$ cat src/rtl/mmc_cmd_ctrl_if.sv
// Host and pad-side signal bundle of the MMC command-line engine.
// The master side is the host/register block plus the pad model; the slave
// side is the engine itself.
interface mmc_cmd_ctrl_if;
  logic        cmd_valid;
  logic        cmd_ready;
  logic [5:0]  cmd_idx;
  logic [31:0] cmd_arg;
  logic        rsp_exp;
  logic        rsp_valid;
  logic [5:0]  rsp_idx;
  logic [31:0] rsp_arg;
  logic        rsp_crc_err;
  logic        rsp_timeout;
  logic        cmd_o;
  logic        cmd_oe;
  logic        cmd_i;
  logic        busy;

  modport master (
    output cmd_valid, cmd_idx, cmd_arg, rsp_exp, cmd_i,
    input  cmd_ready, rsp_valid, rsp_idx, rsp_arg, rsp_crc_err, rsp_timeout,
           cmd_o, cmd_oe, busy
  );

  modport slave (
    input  cmd_valid, cmd_idx, cmd_arg, rsp_exp, cmd_i,
    output cmd_ready, rsp_valid, rsp_idx, rsp_arg, rsp_crc_err, rsp_timeout,
           cmd_o, cmd_oe, busy
  );
endinterface

$ cat src/rtl/mmc_cmd_ctrl.sv
// MMC/SD command-line engine: serializes a 48-bit command frame with CRC7,
// optionally captures and checks a 48-bit short response.
//
// state    | meaning
// ---------+-----------------------------------------------------------
// S_IDLE   | ready for a new command
// S_TX     | driving the 48 command bits, MSB first, one per clk_en
// S_TURN   | line released, waiting TURN_CYC strobes
// S_WAIT   | searching for the response start bit, up to RSP_TIMEOUT
// S_RX     | shifting in the remaining 47 response bits
// S_GAP    | NCC idle, GAP_CYC strobes before ready
module mmc_cmd_ctrl #(
  parameter int RSP_TIMEOUT = 64,
  parameter int TURN_CYC    = 2,
  parameter int GAP_CYC     = 8
) (
  input logic          clk,
  input logic          rst_n,
  input logic          clk_en,
  mmc_cmd_ctrl_if.slave bus
);

  localparam int CW = 8;

  typedef enum logic [2:0] {
    S_IDLE = 3'd0,
    S_TX   = 3'd1,
    S_TURN = 3'd2,
    S_WAIT = 3'd3,
    S_RX   = 3'd4,
    S_GAP  = 3'd5
  } state_t;

  // x^7 + x^3 + 1, one bit, MSB-first
  function automatic logic [6:0] crc7_step(input logic [6:0] crc, input logic b);
    logic fb;
    fb = b ^ crc[6];
    return {crc[5:3], crc[2] ^ fb, crc[1:0], fb};
  endfunction

  function automatic logic [6:0] crc7_40(input logic [39:0] d);
    logic [6:0] c;
    c = '0;
    for (int i = 39; i >= 0; i--) c = crc7_step(c, d[i]);
    return c;
  endfunction

  state_t      state_q, state_d;
  logic [47:0] sh_q, sh_d;
  logic [CW-1:0] cnt_q, cnt_d;
  logic [6:0]  crc_q, crc_d;
  logic        rsp_exp_q, rsp_exp_d;
  logic        rsp_valid_q, rsp_valid_d;
  logic [5:0]  rsp_idx_q, rsp_idx_d;
  logic [31:0] rsp_arg_q, rsp_arg_d;
  logic        crc_err_q, crc_err_d;
  logic        timeout_q, timeout_d;

  logic        accept;
  logic        cnt_done;
  logic [6:0]  tx_crc;
  // Response frame bits 46..0 as they stand once the current bit is shifted in
  logic [46:0] rx_tail;

  assign accept   = bus.cmd_valid && (state_q == S_IDLE);
  assign cnt_done = (cnt_q <= CW'(1));
  assign tx_crc   = crc7_40({2'b01, bus.cmd_idx, bus.cmd_arg});
  assign rx_tail  = {sh_q[45:0], bus.cmd_i};

  // Next-state, datapath and result update
  always_comb begin
    state_d     = state_q;
    sh_d        = sh_q;
    cnt_d       = cnt_q;
    crc_d       = crc_q;
    rsp_exp_d   = rsp_exp_q;
    rsp_valid_d = 1'b0;
    rsp_idx_d   = rsp_idx_q;
    rsp_arg_d   = rsp_arg_q;
    crc_err_d   = crc_err_q;
    timeout_d   = timeout_q;
    case (state_q)
      S_IDLE: begin
        if (accept) begin
          state_d   = S_TX;
          sh_d      = {2'b01, bus.cmd_idx, bus.cmd_arg, tx_crc, 1'b1};
          cnt_d     = CW'(48);
          rsp_exp_d = bus.rsp_exp;
          crc_err_d = 1'b0;
          timeout_d = 1'b0;
        end
      end
      S_TX: begin
        if (clk_en) begin
          sh_d = {sh_q[46:0], 1'b1};
          if (cnt_done) begin
            state_d = rsp_exp_q ? S_TURN : S_GAP;
            cnt_d   = rsp_exp_q ? CW'(TURN_CYC) : CW'(GAP_CYC);
          end else begin
            cnt_d = cnt_q - CW'(1);
          end
        end
      end
      S_TURN: begin
        if (clk_en) begin
          if (cnt_done) begin
            state_d = S_WAIT;
            cnt_d   = CW'(RSP_TIMEOUT);
          end else begin
            cnt_d = cnt_q - CW'(1);
          end
        end
      end
      S_WAIT: begin
        if (clk_en) begin
          if (!bus.cmd_i) begin
            state_d = S_RX;
            cnt_d   = CW'(47);
            sh_d    = {sh_q[46:0], 1'b0};
            crc_d   = crc7_step(7'd0, 1'b0);
          end else if (cnt_done) begin
            state_d     = S_GAP;
            cnt_d       = CW'(GAP_CYC);
            timeout_d   = 1'b1;
            rsp_valid_d = 1'b1;
          end else begin
            cnt_d = cnt_q - CW'(1);
          end
        end
      end
      S_RX: begin
        if (clk_en) begin
          sh_d = {sh_q[46:0], bus.cmd_i};
          // cnt > 8 means the incoming bit index is still below 40
          if (cnt_q > CW'(8)) crc_d = crc7_step(crc_q, bus.cmd_i);
          if (cnt_done) begin
            state_d     = S_GAP;
            cnt_d       = CW'(GAP_CYC);
            rsp_idx_d   = rx_tail[45:40];
            rsp_arg_d   = rx_tail[39:8];
            crc_err_d   = (rx_tail[7:1] != crc_q) | rx_tail[46] | ~rx_tail[0];
            rsp_valid_d = 1'b1;
          end else begin
            cnt_d = cnt_q - CW'(1);
          end
        end
      end
      S_GAP: begin
        if (clk_en) begin
          if (cnt_done) state_d = S_IDLE;
          else          cnt_d   = cnt_q - CW'(1);
        end
      end
      default: state_d = S_IDLE;
    endcase
  end

  // State and datapath registers
  always_ff @(posedge clk or negedge rst_n) begin
    if (!rst_n) begin
      state_q     <= S_IDLE;
      sh_q        <= '1;
      cnt_q       <= '0;
      crc_q       <= '0;
      rsp_exp_q   <= 1'b0;
      rsp_valid_q <= 1'b0;
      rsp_idx_q   <= '0;
      rsp_arg_q   <= '0;
      crc_err_q   <= 1'b0;
      timeout_q   <= 1'b0;
    end else begin
      state_q     <= state_d;
      sh_q        <= sh_d;
      cnt_q       <= cnt_d;
      crc_q       <= crc_d;
      rsp_exp_q   <= rsp_exp_d;
      rsp_valid_q <= rsp_valid_d;
      rsp_idx_q   <= rsp_idx_d;
      rsp_arg_q   <= rsp_arg_d;
      crc_err_q   <= crc_err_d;
      timeout_q   <= timeout_d;
    end
  end

  // The line is driven only in TX and idles high otherwise
  assign bus.cmd_oe      = (state_q == S_TX);
  assign bus.cmd_o       = (state_q != S_TX) | sh_q[47];
  assign bus.cmd_ready   = (state_q == S_IDLE);
  assign bus.busy        = (state_q != S_IDLE);
  assign bus.rsp_valid   = rsp_valid_q;
  assign bus.rsp_idx     = rsp_idx_q;
  assign bus.rsp_arg     = rsp_arg_q;
  assign bus.rsp_crc_err = crc_err_q;
  assign bus.rsp_timeout = timeout_q;

endmodule

$ cat src/flat_wrapper.sv
// flat-port wrapper written by rule: the top's interface ports become plain ports
module mmc_cmd_ctrl_flat 
#(
  parameter int RSP_TIMEOUT = 64,
  parameter int TURN_CYC    = 2,
  parameter int GAP_CYC     = 8
)
  (clk, rst_n, clk_en, bus_cmd_valid, bus_cmd_idx, bus_cmd_arg, bus_rsp_exp, bus_cmd_i, bus_cmd_ready, bus_rsp_valid, bus_rsp_idx, bus_rsp_arg, bus_rsp_crc_err, bus_rsp_timeout, bus_cmd_o, bus_cmd_oe, bus_busy);
  mmc_cmd_ctrl_if bus_i ();
  input logic clk;
  input logic rst_n;
  input logic clk_en;
  input wire logic [$bits(bus_i.cmd_valid)-1:0] bus_cmd_valid;
  input wire logic [$bits(bus_i.cmd_idx)-1:0] bus_cmd_idx;
  input wire logic [$bits(bus_i.cmd_arg)-1:0] bus_cmd_arg;
  input wire logic [$bits(bus_i.rsp_exp)-1:0] bus_rsp_exp;
  input wire logic [$bits(bus_i.cmd_i)-1:0] bus_cmd_i;
  output wire logic [$bits(bus_i.cmd_ready)-1:0] bus_cmd_ready;
  output wire logic [$bits(bus_i.rsp_valid)-1:0] bus_rsp_valid;
  output wire logic [$bits(bus_i.rsp_idx)-1:0] bus_rsp_idx;
  output wire logic [$bits(bus_i.rsp_arg)-1:0] bus_rsp_arg;
  output wire logic [$bits(bus_i.rsp_crc_err)-1:0] bus_rsp_crc_err;
  output wire logic [$bits(bus_i.rsp_timeout)-1:0] bus_rsp_timeout;
  output wire logic [$bits(bus_i.cmd_o)-1:0] bus_cmd_o;
  output wire logic [$bits(bus_i.cmd_oe)-1:0] bus_cmd_oe;
  output wire logic [$bits(bus_i.busy)-1:0] bus_busy;
  assign bus_i.cmd_valid = bus_cmd_valid;
  assign bus_i.cmd_idx = bus_cmd_idx;
  assign bus_i.cmd_arg = bus_cmd_arg;
  assign bus_i.rsp_exp = bus_rsp_exp;
  assign bus_i.cmd_i = bus_cmd_i;
  assign bus_cmd_ready = bus_i.cmd_ready;
  assign bus_rsp_valid = bus_i.rsp_valid;
  assign bus_rsp_idx = bus_i.rsp_idx;
  assign bus_rsp_arg = bus_i.rsp_arg;
  assign bus_rsp_crc_err = bus_i.rsp_crc_err;
  assign bus_rsp_timeout = bus_i.rsp_timeout;
  assign bus_cmd_o = bus_i.cmd_o;
  assign bus_cmd_oe = bus_i.cmd_oe;
  assign bus_busy = bus_i.busy;
  mmc_cmd_ctrl #(.RSP_TIMEOUT(RSP_TIMEOUT), .TURN_CYC(TURN_CYC), .GAP_CYC(GAP_CYC)) u_core (.clk(clk), .rst_n(rst_n), .clk_en(clk_en), .bus(bus_i));
endmodule
$ cat config.mk
export PLATFORM = sky130hd
export DESIGN_NAME = mmc_cmd_ctrl_flat
export DESIGN_NICKNAME = d
export VERILOG_FILES = /design/src/rtl/mmc_cmd_ctrl_if.sv /design/src/rtl/mmc_cmd_ctrl.sv /design/src/flat_wrapper.sv
export SDC_FILE = /design/constraint.sdc
export NUM_CORES = 1
export LEC_CHECK = 0
export BUFFER_PORTS_ARGS = -buffer_cell sky130_fd_sc_hd__buf_2
export CAP_MARGIN = 5
export CORE_MARGIN = 5
export CORE_UTILIZATION = 45
export CTS_CLUSTER_DIAMETER = 120
export DETAILED_ROUTE_END_ITERATION = 8
export PLACE_DENSITY = 0.71
export SLEW_MARGIN = 20
export SYNTH_ARGS = -nofsm -noshare
export SYNTH_HDL_FRONTEND = slang
export SYNTH_SLANG_ARGS = --single-unit
$ cat constraint.sdc
create_clock -name clk -period 2.4 [get_ports clk]
set_input_delay 0.24 -clock clk [delete_from_list [all_inputs] [get_ports clk]]
set_output_delay 0.24 -clock clk [all_outputs]
set_load 0.01 [all_outputs]
==> results.sh, run 1 <==
export IMPL_cp_cell_sequence="nor4_1 > buf_4 > and3_1 > nand2_1 > nor2_4 > buf_12 > mux2_2"
export IMPL_setup_viol=0
export IMPL_drv_cap=0
export IMPL_drc=0
export IMPL_final_nets=691
export IMPL_via_per_inst=5.27
export IMPL_die_area_sq_um=15600
export IMPL_yosysWarnings=0
export IMPL_tightest_slew_ns=0.511
export IMPL_worstSetupEndpointType="flop"
export IMPL_track_usage=0.180
export IMPL_hold_path_class="input pin to flop"
export IMPL_syn_area_sq_um=5940
export IMPL_slowest_stage="dfrtp_1"
export IMPL_path_max_fanout=20
export IMPL_grt_pass1_wl_microns=22800
export IMPL_wire_per_inst_microns=16.7
export IMPL_slew_viol_final=0
export IMPL_required_ns=2.63
export IMPL_gp_congestion=0.928
export IMPL_total_leakage_power_nw=3.47
export IMPL_power_density_nw_per_um2=1210
export IMPL_critPathBufInv=2
export IMPL_rsz0062_at_grt="no"
export IMPL_max_slew_margin=0.660
export IMPL_cts_root_buf="clkbuf_16"
export IMPL_drive_gt1_frac=0.358
export IMPL_ant_nets=0
export IMPL_synth_top_family_by_area="XOR/XNOR gates"
export IMPL_synth_compound_area_frac=0.101
export IMPL_area_growth_pct=19.5
export IMPL_hold_viol=0
export IMPL_synth_adder_area_share=0.00800
export IMPL_hpwl_microns=10300
export IMPL_path_clk_slew_ns=0.07
export IMPL_die_w_microns=125
export IMPL_final_min_clock_period_ns=2.27
export IMPL_layout_cells_non_filler=824
export IMPL_cts_tree="done"
export IMPL_diodes=0
export IMPL_syn_nets=587
export IMPL_arrival_ns=2.51
export IMPL_drt_iter0_markers=260
export IMPL_io_buffers=88
export IMPL_fin_area_sq_um=7100
export IMPL_status="complete, no violations"
export IMPL_synth_flop_cell="dfrtp_1"
export IMPL_die_y_microns=125
export IMPL_synth_edff_count=0
export IMPL_wirelength_microns=13700
export IMPL_peakVddDrop_mv=0.700
export IMPL_antenna_found_initial=0
export IMPL_ys_types=45
export IMPL_overflow=0
export IMPL_syn_instance_count=540
export IMPL_seq_area_frac_synth=0.465
export IMPL_crit_family="simple AND/OR/NAND/NOR gates"
export IMPL_max_freq_mhz=440
export IMPL_cts_sinks=108
export IMPL_cts_setup_buffers=0
export IMPL_critPathKind="flop to flop"
export IMPL_synth_xor_area_frac=0.161
export IMPL_start_util=0.454
export IMPL_core_sq_um=13100
export IMPL_startpoint_type="flop"
export IMPL_grt_max_degree=54
export IMPL_fin_crit_sh=0.947
export IMPL_num_rows=42
export IMPL_place_area_sq_um=6830
export IMPL_ys_seq_elements=108
export IMPL_num_vias=4346
export IMPL_skew_ns=0.00564
export IMPL_critPathMaxStageDelay_ns=0.43
export IMPL_dr_pass1_iters=5
export IMPL_p_total_mw=8.57
export IMPL_grt_pass1_vias=4317
export IMPL_synth_async_sr_flop_share=1.00
export IMPL_place_inst=808
export IMPL_ctsLongestPathBuffers=2
export IMPL_synth_area_mux_share=0.146
export IMPL_clk_latency_ns=0.35
export IMPL_htreeDepth=3
export IMPL_pin_count=89
export IMPL_cts_made_buffers=9
export IMPL_synth_simple_area_share=0.0927
export IMPL_synth_avg_cell_area_sq_um=11.0
==> registers in the layout, indices dropped and copies added, names as in the netlist <==
register and cells:
u_core.bus.rsp_idx 6, u_core.bus.rsp_crc_err 1, u_core.bus.rsp_arg 32, u_core.bus.rsp_timeout 1, u_core.bus.rsp_valid 1, u_core.cnt_q 8
u_core.rsp_exp_q 1, u_core.crc_q 7, u_core.state_q 3, u_core.sh_q 48
==> tightest hold or removal path, stage by stage <==
cell and delay, ns:
buf_2 0.07, nand3_1 0.07, o21ai_0 0.07
==> worst paths after layout <==
path	startpoint	endpoint	slack (ns)	depth (start not counted)
max in group asynchronous	rst_n	u_core.sh_q[27]	1.23	3
worst min register to register	u_core.sh_q[46]	u_core.sh_q[46]	0.49	2
worst max register to register	u_core.cnt_q[5]	u_core.bus.rsp_idx[4]	0.13	7
worst min-delay path	bus_rsp_exp	u_core.rsp_exp_q	0.14	3
worst max-delay path	u_core.cnt_q[5]	u_core.bus.rsp_idx[4]	0.13	7
min in group asynchronous	rst_n	u_core.bus.rsp_idx[0]	0.40	2
==> synth_stat cells, drive strengths merged (9+ instances only) <==
| cell type | instances | area (sq um) |
|---|---|---|
| nand2 | 80 | 300 |
| o21ai | 66 | 330 |
| dfrtp | 60 | 1500 |
| dfstp | 48 | 1260 |
| mux2i | 43 | 430 |
| mux2 | 39 | 439 |
| xnor2 | 30 | 282 |
| nor2 | 23 | 86.3 |
| clkbuf | 20 | 75.1 |
| xor2 | 19 | 166 |
| a21oi | 15 | 75.1 |
| xnor3 | 15 | 342 |
| buf | 9 | 42.5 |
| inv | 9 | 33.8 |
==> what timing repair did <==
action | 4_1_cts | 5_1_grt
gates resized for setup | 0 | 2
endpoints found under the hold margin | 20 | 0
setup endpoints to repair | 0 | 4
hold buffers | 1 | 0
==> cell type report <==
cell class / count / area (sq um)
clock buffers: 13 / 240
clock inverters: 2 / 12.5
fillers: 1152 / 5990
inverters: 9 / 33.8
multi-input cells: 394 / 3050
flip-flops and latches: 108 / 2760
well taps: 176 / 220
repair buffers: 122 / 776
==> cell usage in the layout, fill, tap and decap left out, types with 4 or more instances in the layout <==
master	count
xnor3_1	12
dfstp_2	48
xor3_1	5
xnor2_1	29
inv_1	9
clkbuf_1	4
nand2_1	79
nor2_1	21
nor3_1	6
dfrtp_1	60
o21ai_0	64
clkbuf_16	9
nor4_1	4
xor2_1	19
nand3_1	8
buf_4	28
mux2_2	39
mux2i_1	43
buf_12	6
o31ai_1	4
buf_2	87
a21oi_1	14
==> per-stage QoR <==
stage	hold slack [ns]	util	setup slack, ns	setup TNS (ns)
6_report	0.138	0.543	0.127	0
5_1_grt	0.170	0.543	0.0303	0
4_1_cts	0.134	0.542	0.119	0
3_5_place_dp	0.241	0.522	-0.132	-0.226
3_3_place_gp	0.238	0.522	-0.0118	-0.0118
2_1_floorplan	-0.0556	-	0.0537	0
==> cell families (layout without fill, tap and decap cells) <==
| group | Yosys count | in the layout |
|---|---|---|
| adders and majority gates | 4 | 4 |
| AOI/OAI and AO/OA | 105 | 105 |
| muxes | 82 | 82 |
| and+or+nand+nor | 132 | 132 |
| buffers and inverters | 38 | 146 |
| DFF | 108 | 108 |
| xor gates and xnor gates | 71 | 71 |
==> where the power goes <==
group	switching [mW]	total [mW]	internal [mW]	leakage, nW
logic	2.07	4.11	2.03	2.03
registers	0.485	3.14	2.66	1.32
clock network	0.625	1.32	0.698	0.120
total	3.18	8.57	5.39	3.47
==> metal layers <==
metal / track usage / wire (microns) / vias up
met3: 0.0403 / 771 / 17
met2: 0.289 / 6560 / 148
met5: 0 / 0 / -
met1: 0.242 / 6130 / 2090
li1: - / - / 2091
met4: 0.0663 / 266 / 0
(Power assumes the default switching activity.)
==> run 2: changes to the inputs <==
--- a/config.mk
+++ b/config.mk
@@ -11,7 +11,7 @@
 export CORE_UTILIZATION = 45
 export CTS_CLUSTER_DIAMETER = 120
 export DETAILED_ROUTE_END_ITERATION = 8
-export PLACE_DENSITY = 0.71
+export PLACE_DENSITY_LB_ADDON = 0.05
 export SLEW_MARGIN = 20
 export SYNTH_ARGS = -nofsm -noshare
 export SYNTH_HDL_FRONTEND = slang
==> run 2 against run 1 <==
Net effect:
- combinational power decreased by 1%
- clock power increased by 6%
- setup slack improved by 0.017 ns
- first-iteration DRC count decreased by 37%
- final area increased by 0.14%
- critical endpoint is now u_core.state_q[1]
- global-route usage increased by 0.20 points
- total power increased by 0.46%
- clock skew about the same
- non-clock buffer count unchanged
- flip-flop and latch count unchanged
- via count decreased by 1.8%
- count of clock-buffer cells in the layout decreased by 4
==> results.sh, run 2 (same netlist as run 1, synthesis figures left out) <==
export IMPL_track_usage=0.182
export IMPL_grt_pass1_vias=4370
export IMPL_clk_latency_ns=0.35
export IMPL_drv_cap=0
export IMPL_num_vias=4268
export IMPL_ant_nets=0
export IMPL_fin_crit_sh=0.940
export IMPL_skew_ns=0.00584
export IMPL_slowest_stage="dfrtp_1"
export IMPL_hold_start="bus_rsp_exp"
export IMPL_ctsLongestPathBuffers=2
export IMPL_final_min_clock_period_ns=2.26
export IMPL_diodes=0
export IMPL_wire_per_inst_microns=16.7
export IMPL_cp_startpoint="u_core.cnt_q[0]"
export IMPL_hold_path_class="input pin to flop"
export IMPL_final_nets=691
export IMPL_antenna_found_initial=0
export IMPL_dr_pass1_iters=4
export IMPL_filler_cell_count=1203
export IMPL_worstSetupEndpointType="flop"
export IMPL_critPathKind="flop to flop"
export IMPL_max_slew_margin=0.591
export IMPL_via_per_inst=5.17
export IMPL_total_leakage_power_nw=3.48
export IMPL_top_register="u_core.sh_q"
export IMPL_hold_viol=0
export IMPL_drt_iter0_markers=164
export IMPL_cp_cell_sequence="inv_1 > ha_1 > or2_2 > and3_1 > o21ai_0 > o21ai_0 > a21oi_1 > mux2i_1 > nand2_1"
export IMPL_area_growth_pct=19.6
export IMPL_arrival_ns=2.50
export IMPL_hpwl_microns=10400
export IMPL_htreeDepth=3
export IMPL_p_total_mw=8.61
export IMPL_start_util=0.454
export IMPL_max_freq_mhz=443
export IMPL_path_clk_slew_ns=0.07
export IMPL_overflow=0
export IMPL_cts_made_buffers=9
export IMPL_critPathMaxStageDelay_ns=0.38
export IMPL_final_common_cell="buf_2"
export IMPL_pin_count=89
export IMPL_cts_sinks=108
export IMPL_place_area_sq_um=6820
export IMPL_grt_max_degree=46
export IMPL_crit_family="simple AND/OR/NAND/NOR gates"
export IMPL_drc=0
export IMPL_path_max_fanout=5
export IMPL_die_w_microns=125
export IMPL_critPathBufInv=1
export IMPL_setup_viol=0
export IMPL_grt_pass1_wl_microns=23000
export IMPL_status="complete, no violations"
export IMPL_power_density_nw_per_um2=1210
export IMPL_layout_common_cells="buf_2, nand2_1, o21ai_0"
export IMPL_die_y_microns=125
export IMPL_wirelength_microns=13800
export IMPL_peakVddDrop_mv=0.509
export IMPL_cts_root_buf="clkbuf_16"
export IMPL_core_sq_um=13100
export IMPL_cts_tree="done"
export IMPL_tightest_slew_ns=0.613
export IMPL_cpMostUsedCell="o21ai_0"
export IMPL_drive_gt1_frac=0.364
export IMPL_fin_area_sq_um=7110
export IMPL_largest_register_ffs=48
export IMPL_num_rows=42
export IMPL_rsz0062_at_grt="no"
export IMPL_startpoint_type="flop"
export IMPL_gp_congestion=0.872
export IMPL_die_area_sq_um=15600
export IMPL_required_ns=2.64
export IMPL_io_buffers=88
export IMPL_slew_viol_final=0
export IMPL_r2r_start="u_core.cnt_q[0]"
==> run 2: power breakdown <==
| group | switching (mW) | internal [mW] |
|---|---|---|
| Combinational | 2.02 | 2.03 |
| Clock | 0.694 | 0.710 |
| Sequential | 0.499 | 2.66 |
| Total | 3.22 | 5.40 |
==> run 2: final timing paths <==
| kind | endpoint | slack [ns] | cells after the start |
|---|---|---|---|
| min in group asynchronous | u_core.bus.rsp_idx[2] | 0.44 | 2 |
| min reg2reg | u_core.sh_q[19] | 0.48 | 2 |
| max | u_core.state_q[1] | 0.14 | 9 |
| min | u_core.rsp_exp_q | 0.14 | 3 |
| max reg2reg | u_core.state_q[1] | 0.14 | 9 |
| max in group asynchronous | u_core.sh_q[29] | 1.18 | 3 |
==> run 2: metrics by stage <==
step           TNS (ns)  hold slack [ns]  utilization  cells  worst slack, ns
3_5_place_dp     -0.146            0.300        0.521    808          -0.0547
5_1_grt               0            0.164        0.543    825          0.00749
3_3_place_gp   -0.00425            0.288        0.521    808         -0.00425
6_report              0            0.141        0.543    825            0.144
2_1_floorplan         0          -0.0556            -    540           0.0537
4_1_cts               0            0.124        0.543    825            0.150
==> run 2: area by class of cell <==
class / count / area, sq um / area share
Multi-Input combinational cell: 394 / 3050 / 0.430
Sequential cell: 108 / 2760 / 0.389
Timing Repair Buffer: 122 / 763 / 0.107
Clock buffer: 9 / 225 / 0.0317
Tap cell: 176 / 220 / 0.0310
Clock inverter: 7 / 50.0 / 0.00704
Inverter: 9 / 33.8 / 0.00475
==> run 2: tightest hold or removal path: stages <==
cell and delay (ns):
buf_2 0.09, nand3_1 0.06, o21ai_0 0.06
==> run 2: per-layer routing <==
metal | up-vias | track usage | routed length (microns)
met3 | 10 | 0.0527 | 781
met2 | 105 | 0.283 | 6480
met5 | - | 0 | 0
met4 | 0 | 0.0402 | 125
met1 | 2059 | 0.256 | 6390
li1 | 2094 | - | -
==> run 2: what timing repair did <==
item | CTS | global route
setup buffers | 0 | 0
hold buffers | 1 | 0
endpoints found under the setup margin | 0 | 1
resized for setup | 0 | 1
endpoints found under the hold margin | 31 | 0
